**src/rtl/sdram_port_arbiter_if.sv**
```systemverilog
// rtl/sdram_port_arbiter_if.sv - SDRAM request/ack port bundle shared by requesters and the controller.
// The requester drives the request fields; the responder returns read data, ack and idle.
interface sdram_port_arbiter_if #(
  parameter int ADDR_BITS = 32
) ();
  logic [ADDR_BITS-1:0] addr;
  logic [15:0]          wr_data;
  logic [1:0]           wr_mask;
  logic                 we;
  logic                 enable;
  logic [15:0]          rd_data;
  logic                 ack;
  logic                 idle;

  modport master (
    output addr, wr_data, wr_mask, we, enable,
    input  rd_data, ack, idle
  );

  modport slave (
    input  addr, wr_data, wr_mask, we, enable,
    output rd_data, ack, idle
  );
endinterface

```
**src/rtl/sdram_port_arbiter.sv**
```systemverilog
// rtl/sdram_port_arbiter.sv - two-port arbiter for the single SDRAM controller port (spi = port 0, usr = port 1).
// Define SDRAM_ARB_ANTISTARVE_EN to let usr win once after STARVE_LIMIT spi grants made while usr waited.
module sdram_port_arbiter #(
  parameter int ADDR_BITS    = 32,
  parameter int STARVE_LIMIT = 8
) (
  input  logic                 clk,
  input  logic                 reset,
  sdram_port_arbiter_if.slave  spi,
  sdram_port_arbiter_if.slave  usr,
  sdram_port_arbiter_if.master mem
);

  typedef enum logic [1:0] {
    IDLE    = 2'd0,
    BUSY    = 2'd1,
    RELEASE = 2'd2
  } state_t;

  state_t state;
  logic   owner;
  logic   aborted;
  logic   pick_usr;
  logic   grant;
  logic   owner_en;

`ifdef SDRAM_ARB_ANTISTARVE_EN
  localparam int CNT_W = ($clog2(STARVE_LIMIT + 1) > 4) ? $clog2(STARVE_LIMIT + 1) : 4;
  localparam logic [CNT_W-1:0] LIMIT = CNT_W'(STARVE_LIMIT);
  logic [CNT_W-1:0] starve_cnt;
`endif

  always_comb begin
    pick_usr = usr.enable && !spi.enable;
`ifdef SDRAM_ARB_ANTISTARVE_EN
    if (usr.enable && spi.enable && (starve_cnt >= LIMIT))
      pick_usr = 1'b1;
`endif
  end

  assign grant    = (state == IDLE) && mem.idle && (spi.enable || usr.enable);
  assign owner_en = owner ? usr.enable : spi.enable;

  // Idle is combinational so a requester sees the controller's own idle without delay.
  assign spi.idle = (state == IDLE) && mem.idle;
  assign usr.idle = (state == IDLE) && mem.idle;

  always_ff @(posedge clk) begin
    if (reset) begin
      state       <= IDLE;
      owner       <= 1'b0;
      aborted     <= 1'b0;
      mem.addr    <= '0;
      mem.wr_data <= 16'h0000;
      mem.wr_mask <= 2'b00;
      mem.we      <= 1'b0;
      mem.enable  <= 1'b0;
      spi.ack     <= 1'b0;
      usr.ack     <= 1'b0;
      spi.rd_data <= 16'h0000;
      usr.rd_data <= 16'h0000;
`ifdef SDRAM_ARB_ANTISTARVE_EN
      starve_cnt  <= '0;
`endif
    end else begin
      spi.ack <= 1'b0;
      usr.ack <= 1'b0;
      case (state)
        IDLE: begin
          if (grant) begin
            owner       <= pick_usr;
            aborted     <= 1'b0;
            mem.addr    <= pick_usr ? usr.addr    : spi.addr;
            mem.wr_data <= pick_usr ? usr.wr_data : spi.wr_data;
            mem.wr_mask <= pick_usr ? usr.wr_mask : spi.wr_mask;
            mem.we      <= pick_usr ? usr.we      : spi.we;
            mem.enable  <= 1'b1;
            state       <= BUSY;
`ifdef SDRAM_ARB_ANTISTARVE_EN
            if (pick_usr)
              starve_cnt <= '0;
            else if (usr.enable && (starve_cnt < LIMIT))
              starve_cnt <= starve_cnt + 1'b1;
`endif
          end
        end
        BUSY: begin
          // A dropped enable is remembered so a later re-raise cannot claim this result.
          if (!owner_en)
            aborted <= 1'b1;
          if (mem.ack) begin
            mem.enable <= 1'b0;
            if (aborted || !owner_en) begin
              state <= IDLE;
            end else begin
              if (owner) begin
                usr.ack     <= 1'b1;
                usr.rd_data <= mem.rd_data;
              end else begin
                spi.ack     <= 1'b1;
                spi.rd_data <= mem.rd_data;
              end
              state <= RELEASE;
            end
          end
        end
        RELEASE: begin
          if (!owner_en)
            state <= IDLE;
        end
        default: state <= IDLE;
      endcase
    end
  end

endmodule
```
**src/flat_wrapper.sv**
```systemverilog
// flat-port wrapper written by rule: the top's interface ports become plain ports
module sdram_port_arbiter_flat 
#(
  parameter int ADDR_BITS    = 32,
  parameter int STARVE_LIMIT = 8
)
  (clk, reset, spi_addr, spi_wr_data, spi_wr_mask, spi_we, spi_enable, spi_rd_data, spi_ack, spi_idle, usr_addr, usr_wr_data, usr_wr_mask, usr_we, usr_enable, usr_rd_data, usr_ack, usr_idle, mem_addr, mem_wr_data, mem_wr_mask, mem_we, mem_enable, mem_rd_data, mem_ack, mem_idle);
  sdram_port_arbiter_if #(.ADDR_BITS(ADDR_BITS)) spi_i ();
  sdram_port_arbiter_if #(.ADDR_BITS(ADDR_BITS)) usr_i ();
  sdram_port_arbiter_if #(.ADDR_BITS(ADDR_BITS)) mem_i ();
  input  logic clk;
  input  logic reset;
  input wire logic [$bits(spi_i.addr)-1:0] spi_addr;
  input wire logic [$bits(spi_i.wr_data)-1:0] spi_wr_data;
  input wire logic [$bits(spi_i.wr_mask)-1:0] spi_wr_mask;
  input wire logic [$bits(spi_i.we)-1:0] spi_we;
  input wire logic [$bits(spi_i.enable)-1:0] spi_enable;
  output wire logic [$bits(spi_i.rd_data)-1:0] spi_rd_data;
  output wire logic [$bits(spi_i.ack)-1:0] spi_ack;
  output wire logic [$bits(spi_i.idle)-1:0] spi_idle;
  input wire logic [$bits(usr_i.addr)-1:0] usr_addr;
  input wire logic [$bits(usr_i.wr_data)-1:0] usr_wr_data;
  input wire logic [$bits(usr_i.wr_mask)-1:0] usr_wr_mask;
  input wire logic [$bits(usr_i.we)-1:0] usr_we;
  input wire logic [$bits(usr_i.enable)-1:0] usr_enable;
  output wire logic [$bits(usr_i.rd_data)-1:0] usr_rd_data;
  output wire logic [$bits(usr_i.ack)-1:0] usr_ack;
  output wire logic [$bits(usr_i.idle)-1:0] usr_idle;
  output wire logic [$bits(mem_i.addr)-1:0] mem_addr;
  output wire logic [$bits(mem_i.wr_data)-1:0] mem_wr_data;
  output wire logic [$bits(mem_i.wr_mask)-1:0] mem_wr_mask;
  output wire logic [$bits(mem_i.we)-1:0] mem_we;
  output wire logic [$bits(mem_i.enable)-1:0] mem_enable;
  input wire logic [$bits(mem_i.rd_data)-1:0] mem_rd_data;
  input wire logic [$bits(mem_i.ack)-1:0] mem_ack;
  input wire logic [$bits(mem_i.idle)-1:0] mem_idle;
  assign spi_i.addr = spi_addr;
  assign spi_i.wr_data = spi_wr_data;
  assign spi_i.wr_mask = spi_wr_mask;
  assign spi_i.we = spi_we;
  assign spi_i.enable = spi_enable;
  assign spi_rd_data = spi_i.rd_data;
  assign spi_ack = spi_i.ack;
  assign spi_idle = spi_i.idle;
  assign usr_i.addr = usr_addr;
  assign usr_i.wr_data = usr_wr_data;
  assign usr_i.wr_mask = usr_wr_mask;
  assign usr_i.we = usr_we;
  assign usr_i.enable = usr_enable;
  assign usr_rd_data = usr_i.rd_data;
  assign usr_ack = usr_i.ack;
  assign usr_idle = usr_i.idle;
  assign mem_addr = mem_i.addr;
  assign mem_wr_data = mem_i.wr_data;
  assign mem_wr_mask = mem_i.wr_mask;
  assign mem_we = mem_i.we;
  assign mem_enable = mem_i.enable;
  assign mem_i.rd_data = mem_rd_data;
  assign mem_i.ack = mem_ack;
  assign mem_i.idle = mem_idle;
  sdram_port_arbiter #(.ADDR_BITS(ADDR_BITS), .STARVE_LIMIT(STARVE_LIMIT)) u_core (.clk(clk), .reset(reset), .spi(spi_i), .usr(usr_i), .mem(mem_i));
endmodule
```
**config.mk**
```make
export PLATFORM = sky130hd
export DESIGN_NAME = sdram_port_arbiter_flat
export DESIGN_NICKNAME = d
export VERILOG_FILES = /design/src/rtl/sdram_port_arbiter_if.sv /design/src/rtl/sdram_port_arbiter.sv /design/src/flat_wrapper.sv
export SDC_FILE = /design/constraint.sdc
export NUM_CORES = 1
export LEC_CHECK = 0
export CORE_UTILIZATION = 40
export DETAILED_ROUTE_END_ITERATION = 10
export PLACE_DENSITY = 0.84
export SLEW_MARGIN = 20
export SYNTH_ARGS = -nofsm -noshare
export SYNTH_HDL_FRONTEND = slang
export SYNTH_SLANG_ARGS = --single-unit
export TNS_END_PERCENT = 30
```
**constraint.sdc**
```tcl
create_clock -name clk -period 1.8 [get_ports clk]
set_input_delay 0.27 -clock clk [delete_from_list [all_inputs] [get_ports clk]]
set_output_delay 0.27 -clock clk [all_outputs]
set_load 0.005 [all_outputs]
```
==> qor.csv, run 1 <==
stage,metric,value,unit
sta,setup_ws,0.2125,ns
yosys,syn_area,4098,um^2
drt,routed_wirelength,11530,um
setup_path,cp_data_required_time,1.53,ns
yosys,ys_seq_elements,90,
final_layout,multi_input_area,2057,um^2
yosys,synth.avg_cell_area,10.59,um^2
die,dieArea,10650,um^2
yosys,synth_top_cells_by_area,"dfxtp_1 44%, mux2i_1 21%, a211oi_2 15%, a21oi_1 6.6%, nand2_1 4.6%",
drt,ant_nets,0,
yosys,yosys.area.top_type,dfxtp_1,
setup_path,path_max_fanout,4,
die,initial_core_util,0.4154,
clock_tree,hold_buffers,0,
yosys,yosysWarnings,0,
setup_path,critPathLaunch,mem_idle,
place,dpl_cell_area,6385,um^2
status,outcome,"finished, final reports clean",
die,pin_count,212,
final_layout,final_design_area_no_fill,6593,um^2
die,fp-row-count,36,
place,dpl.hpwl,8745,um
final_layout,finalNetCount,715,
yosys,async_reset_ff_frac,0,
yosys,synth_top_area_share,0.4397,
global_routing,grt_pass1_wl,17060,um
pwr,cellPowerDensity,719.0,nW/um^2
global_routing,antenna_found_initial,0,
place,port_buffers,211,
yosys,syn_inst,387,
yosys,yosysSeqAreaShare,0.4397,
drt,avgViaCountPerCell,5.110,
yosys,synth_commonest_cells,"90 x dfxtp_1, 84 x mux2i_1, 54 x a21oi_1",
drt,drcViolationCount,0,
global_routing,overflow,0,
global_routing,track_usage,0.2078,
sta,setup_viol,0,
drt,vias,3720,
sta,fmax,629.9,MHz
yosys,synth-edff-count,0,
setup_path,start_kind,input port,
setup_path,max_stage_delay,0.45,ns
clock_tree,path_clk_slew,0.08,ns
global_routing,grt_max_degree,58,
drt,drtIter0Drc,83,
setup_path,regToRegEndpoint,u_core.aborted,
sta,finalHoldViolCount,0,
yosys,synthFlopType,dfxtp_1,
die,die_h,103.2,um
worst_hold_path,hold_path.class,input port to flop,
setup_path,ff2ff_path_depth,5,
final_layout,num_antenna_cells,0,
setup_path,end_kind,primary output,
sta,final_max_slew_viol_count,0,
clock_tree,clkLatencyLatePin,0.33,ns
setup_path,crit_slowest_cell,clkdlybuf4s50_1,
place,pre_cts_slack,-0.09954,ns
setup_path,crit_path_end,usr_idle,
global_routing,grt_pass1_vias,3628,
sta,relSlewSlack,0.7382,
clock_tree,cts_tree,yes,
final_layout,areaGrowthSynthToFinish,60.89,%
final_layout,fillers,774,
setup_path,r2r-start,u_core.state[0],
yosys,postSynthNetCount,511,
place,gp_routability_congestion,0.7305,
clock_tree,cts_buffers,9,
drt,drt-wirelength-per-cell,15.84,um
sta,rsz0062_at_grt,false,
final_layout,seq_area,1804,um^2
final_layout,drive_above_1_share,0.1546,
setup_path,reg2reg_slack,0.40,ns
clock_tree,cts_root_buffer,clkbuf_8,
setup_path,critPathKind,input port to primary output,
clock_tree,htreeDepth,3,
yosys,yosysMostFrequentCell,dfxtp_1,
die,fp.dieW,103.2,um
sta,fin_crit_sh,0.8820,
clock_tree,numClockSinks,90,
sta,fin_crit,1.588,ns
setup_path,cp_data_arrival_time,1.32,ns
flow_run,maxCapViolCount,0,
clock_tree,cts_buffer_depth,2,
sta,fin_skew,0.006999,ns
pwr,vdd_drop_max,0.4372,mV
pwr,p_leak,2.656,nW
setup_path,worstPathCellList,clkdlybuf4s50_1 -> nor3b_2 -> buf_4 -> dlygate4sd2_1,
yosys,ys_types,24,
sta,worst_pin_slew,0.3921,ns
die,coreArea,9864,um^2
drt,dr.pass1.iters,4,
how the worst min path moves through the flow:
stage                           start  depth (start not counted)  slack, ns                      to
4_1_cts                         reset                          4       0.43   u_core.spi.rd_data[2]
6_report                        reset                          4       0.42   u_core.spi.rd_data[2]
3_3_place_gp    u_core.spi.rd_data[9]                          2       0.44   u_core.spi.rd_data[9]
3_5_place_dp   u_core.spi.rd_data[12]                          2       0.45  u_core.spi.rd_data[12]
2_1_floorplan              spi_enable                          1       0.37            u_core.owner
5_1_grt                         reset                          4       0.45   u_core.usr.rd_data[1]
timing repair:
| action | 4_1_cts | 5_1_grt |
|---|---|---|
| endpoints found under the setup margin | 2 | 0 |
| setup buffers | 1 | 0 |
| resized for setup | 4 | 0 |
layout make-up:
| type | instances | area share |
|---|---|---|
| Clock inverter | 3 | 0.009869 |
| Tap cell | 133 | 0.02524 |
| Timing Repair Buffer | 233 | 0.3576 |
| Sequential cell | 90 | 0.2737 |
| Multi-Input combinational cell | 255 | 0.3120 |
| Clock buffer | 12 | 0.02050 |
| Inverter | 2 | 0.001139 |
state kept, by name, indices dropped and copies added (netlist names):
name,count
u_core.mem.addr,32
u_core.mem.wr_data,16
u_core.spi.rd_data,16
u_core.usr.rd_data,16
u_core.mem.wr_mask,2
u_core.state,2
u_core.aborted,1
u_core.mem.enable,1
u_core.mem.we,1
u_core.owner,1
u_core.spi.ack,1
u_core.usr.ack,1
cell usage in the layout, fill, tap and decap left out, types with 3 or more instances in the layout:
master and instances:
clkdlybuf4s50_1 208, dfxtp_1 88, mux2i_1 84, a21oi_1 54
a211oi_2 50, nand2_1 50, buf_4 15, clkbuf_8 9
buf_12 7, a211oi_1 3, clkbuf_1 3
per-layer routing:
layer,up-vias,wire [um],GRT usage,share of wire
met5,-,0,0,0
met4,0,215,0.07367,0.019
met3,16,1006,0.06116,0.087
met2,150,5753,0.3887,0.50
met1,1755,4553,0.2213,0.39
li1,1799,-,-,-
logic make-up after synthesis:
family                 Yosys count  share of synthesized area
buffers and inverters           42                    0.06168
DFF                             90                     0.4397
muxes                           84                     0.2052
AOI/OAI and AO/OA              108                     0.2266
and+or+nand+nor                 63                    0.06687
stage by stage:
step	setup TNS (ns)	hold WS (ns)	std cells	utilization	power, mW
4_1_cts	0	0.4286	728	0.6683	4.792
5_1_grt	0	0.4487	728	0.6683	4.969
6_report	0	0.4232	728	0.6683	4.740
2_1_floorplan	0	0.3666	387	-	2.730
3_3_place_gp	-0.07354	0.4416	712	0.6473	3.328
3_5_place_dp	-0.1114	0.4496	712	0.6473	3.365
worst max-delay path, delay by kind of cell:
| kind | cells | cell delay [ns] |
|---|---|---|
| buf+inv | 3 | 0.86 |
| simple gates | 1 | 0.18 |
power by group:
part / switching, mW / internal (mW) / total, mW
logic: 0.457 / 0.673 / 1.13
registers: 0.0668 / 2.11 / 2.18
clock network: 0.655 / 0.776 / 1.43
(Power assumes the default switching activity.)
==> run 2, diff against run 1 <==
==> constraint.sdc (replaced) <==
create_clock -name clk -period 1.8 [get_ports clk]
set_input_delay 0.27 -clock clk [delete_from_list [all_inputs] [get_ports clk]]
set_output_delay 0.27 -clock clk [all_outputs]
set_load 0.05 [all_outputs]
==> qor.csv, run 2 (same netlist as run 1, synthesis figures left out) <==
stage,metric,value,unit,change
status,outcome,"finished, final reports clean",,
die,fp-row-count,36,,unchanged
clock_tree,postCtsSetupBuffers,0,,-1
pwr,p_leak,3.760,nW,+42%
sta,setup_ws,0.07005,ns,-0.1424 ns
global_routing,overflow,0,,unchanged
drt,routed.top_layer,met4,,
sta,fin_skew,0.01186,ns,+0.004859 ns
final_layout,regMostFlops,u_core.mem.addr,,
setup_path,regToRegEndpoint,u_core.aborted,,
final_layout,finalNonFillerCells,724,,-0.55%
sta,fin_crit_sh,0.9611,,+0.07912
setup_path,worstPathCellList,clkdlybuf4s50_1,,
clock_tree,cts_buffer_depth,2,,unchanged
sta,setup_viol,0,,unchanged
global_routing,grt_pass1_vias,3511,,-3.2%
worst_hold_path,hold_path.class,input port to flop,,
place,gp_routability_congestion,0.7704,,+5.5%
pwr,vdd_drop_max,0.4924,mV,+13%
drt,vias,3695,,-0.67%
flow_run,maxCapViolCount,0,,unchanged
place,dpl.hpwl,8422,um,-3.7%
drt,drtIter0Drc,85,,+2.4%
die,pin_count,212,,unchanged
pwr,total_power,5.318,mW,+12%
setup_path,end_kind,primary output,,
setup_path,crit_buf_inv,1,,-2
drt,dr_wl_met3,945,um,-6.1%
final_layout,seq_area,1802,um^2,-0.14%
clock_tree,cts_root_buffer,clkbuf_8,,
setup_path,path_max_fanout,1,,-3
sta,finalHoldViolCount,0,,unchanged
global_routing,grt_pass1_wl,16890,um,-1.0%
setup_path,reg2reg_slack,0.37,ns,-0.03 ns
clock_tree,clkLatencyLatePin,0.35,ns,+0.02 ns
setup_path,r2r-start,u_core.state[1],,
clock_tree,path_clk_slew,0.09,ns,about the same
drt,ant_nets,0,,unchanged
sta,relSlewSlack,0.6374,,-0.1008
final_layout,final_cell_mix,"123 x clkdlybuf4s50_1, 90 x dfxtp_1, 84 x mux2i_1",,
global_routing,track_usage,0.2071,,-0.0006641
clock_tree,cts_tree,yes,,
drt,drt-met1-wl,4690,um,+3.0%
sta,fmax,578.1,MHz,-8.2%
drt,routed_wirelength,11880,um,+3.1%
pwr,cellPowerDensity,787.2,nW/um^2,+9.5%
setup_path,path_delay_family,buffers and inverters,,
setup_path,critPathKind,flop to primary output,,
clock_tree,numClockSinks,90,,unchanged
drt,dr.pass1.iters,4,,unchanged
clock_tree,htreeDepth,3,,unchanged
worst_hold_path,hold_end,u_core.spi.rd_data[5],,
final_layout,drive_above_1_share,0.1658,,+0.01120
setup_path,cp_data_arrival_time,1.46,ns,+0.14 ns
drt,drcViolationCount,0,,unchanged
worst_hold_path,min-delay-start,reset,,
clock_tree,cts_buffers,9,,unchanged
setup_path,ff2ff_path_depth,4,,-1
setup_path,start_kind,flop,,
die,dieArea,10650,um^2,unchanged
final_layout,multi_input_area,2057,um^2,unchanged
clock_tree,hold_buffers,0,,unchanged
place,pre_cts_slack,-0.07288,ns,+0.02665 ns
global_routing,antenna_found_initial,0,,unchanged
worst_hold_path,hold_path_depth,4,,unchanged
final_layout,mostFrequentLayoutCell,clkdlybuf4s50_1,,
drt,drt-wirelength-per-cell,16.41,um,+3.6%
place,port_buffers,211,,unchanged
place,dp_cells,708,,-0.56%
final_layout,num_antenna_cells,0,,unchanged
final_layout,fillers,735,,-5.0%
sta,final_max_slew_viol_count,0,,unchanged
die,die_h,103.2,um,unchanged
drt,avgViaCountPerCell,5.104,,-0.12%
die,fp.dieW,103.2,um,unchanged
global_routing,grt_max_degree,58,,unchanged
sta,worst_pin_slew,0.5430,ns,+0.1509 ns
final_layout,areaGrowthSynthToFinish,64.85,%,
sta,fin_crit,1.730,ns,+0.1424 ns
die,initial_core_util,0.4154,,unchanged
final_layout,largest_reg_flops,32,,unchanged
setup_path,crit_slowest_cell,clkdlybuf4s50_1,,
setup_path,cp_data_required_time,1.53,ns,about the same
drt,dr_wl_met2,6073,um,+5.6%
final_layout,finalNetCount,710,,-0.70%
sta,rsz0062_at_grt,false,,
setup_path,max_stage_delay,0.80,ns,+0.35 ns
die,coreArea,9864,um^2,unchanged
## run 2: changes by cell type in the layout (fill, tap and decap cells not counted)
cell	before	now
clkbuf_1	3	0
buf_6	0	1
clkinvlp_4	0	1
clkdlybuf4s50_1	208	123
buf_4	15	14
buf_12	7	11
dlygate4sd2_1	2	17
dfxtp_1	88	90
dlymetal6s2s_1	0	61
dfxtp_2	2	0
clkbuf_8	9	12
## run 2: stage by stage
step	area (um^2)	utilization	TNS, ns	hold WS, ns
6_report	6755	0.6848	0	0.4475
5_1_grt	6755	0.6848	0	0.4514
4_1_cts	6599	0.6690	0	0.4312
3_5_place_dp	6382	0.6470	-0.07288	0.4519
3_3_place_gp	6382	0.6470	-0.007211	0.4417
2_1_floorplan	4098	-	0	0.3666
## run 2: final cells by class
class | instances | area share
inverters | 2 | 0.001111
repair buffers | 228 | 0.3678
flip-flops and latches | 90 | 0.2667
clock inverters | 4 | 0.01074
well taps | 133 | 0.02463
clock buffers | 12 | 0.02445
multi-input cells | 255 | 0.3045
## run 2: report_power, final
group	total, mW	internal (mW)	switching, mW	leakage (nW)
Sequential	2.17	2.11	0.0609	0.737
Combinational	1.53	0.658	0.871	2.90
Clock	1.62	0.895	0.721	0.119
Total	5.32	3.67	1.65	3.76
## run 2: worst max-delay path by stage
stage	from	to	slack (ns)	cells after the start
CTS	u_core.mem.addr[11]	mem_addr[11]	0.0006	1
global placement	spi_enable	u_core.aborted	-0.007	5
global route	u_core.spi.ack	spi_ack	0.02	1
finish	u_core.spi.ack	spi_ack	0.07	1
detailed placement	spi_enable	u_core.aborted	-0.07	5
floorplan	u_core.state[1]	usr_idle	0.19	4
## run 2: worst reg2reg max path: cells and delay by family, from the launching register on
family | cells | cell delay, ns
flip-flops | 1 | 0.37
buffers and inverters | 1 | 0.26
AND/OR/NAND/NOR | 2 | 0.41
AO/OA/AOI/OAI | 1 | 0.28
## run 2: layer usage
layer | vias to the layer above | GRT usage
met1 | 1745 | 0.2248
met3 | 13 | 0.05712
li1 | 1794 | -
met5 | - | 0
met4 | 0 | 0.07476
met2 | 143 | 0.3846
## run 2: repair_timing
action,4_1_cts,5_1_grt
pin swaps,0,1
resized for setup,17,62
setup endpoints to repair,17,62
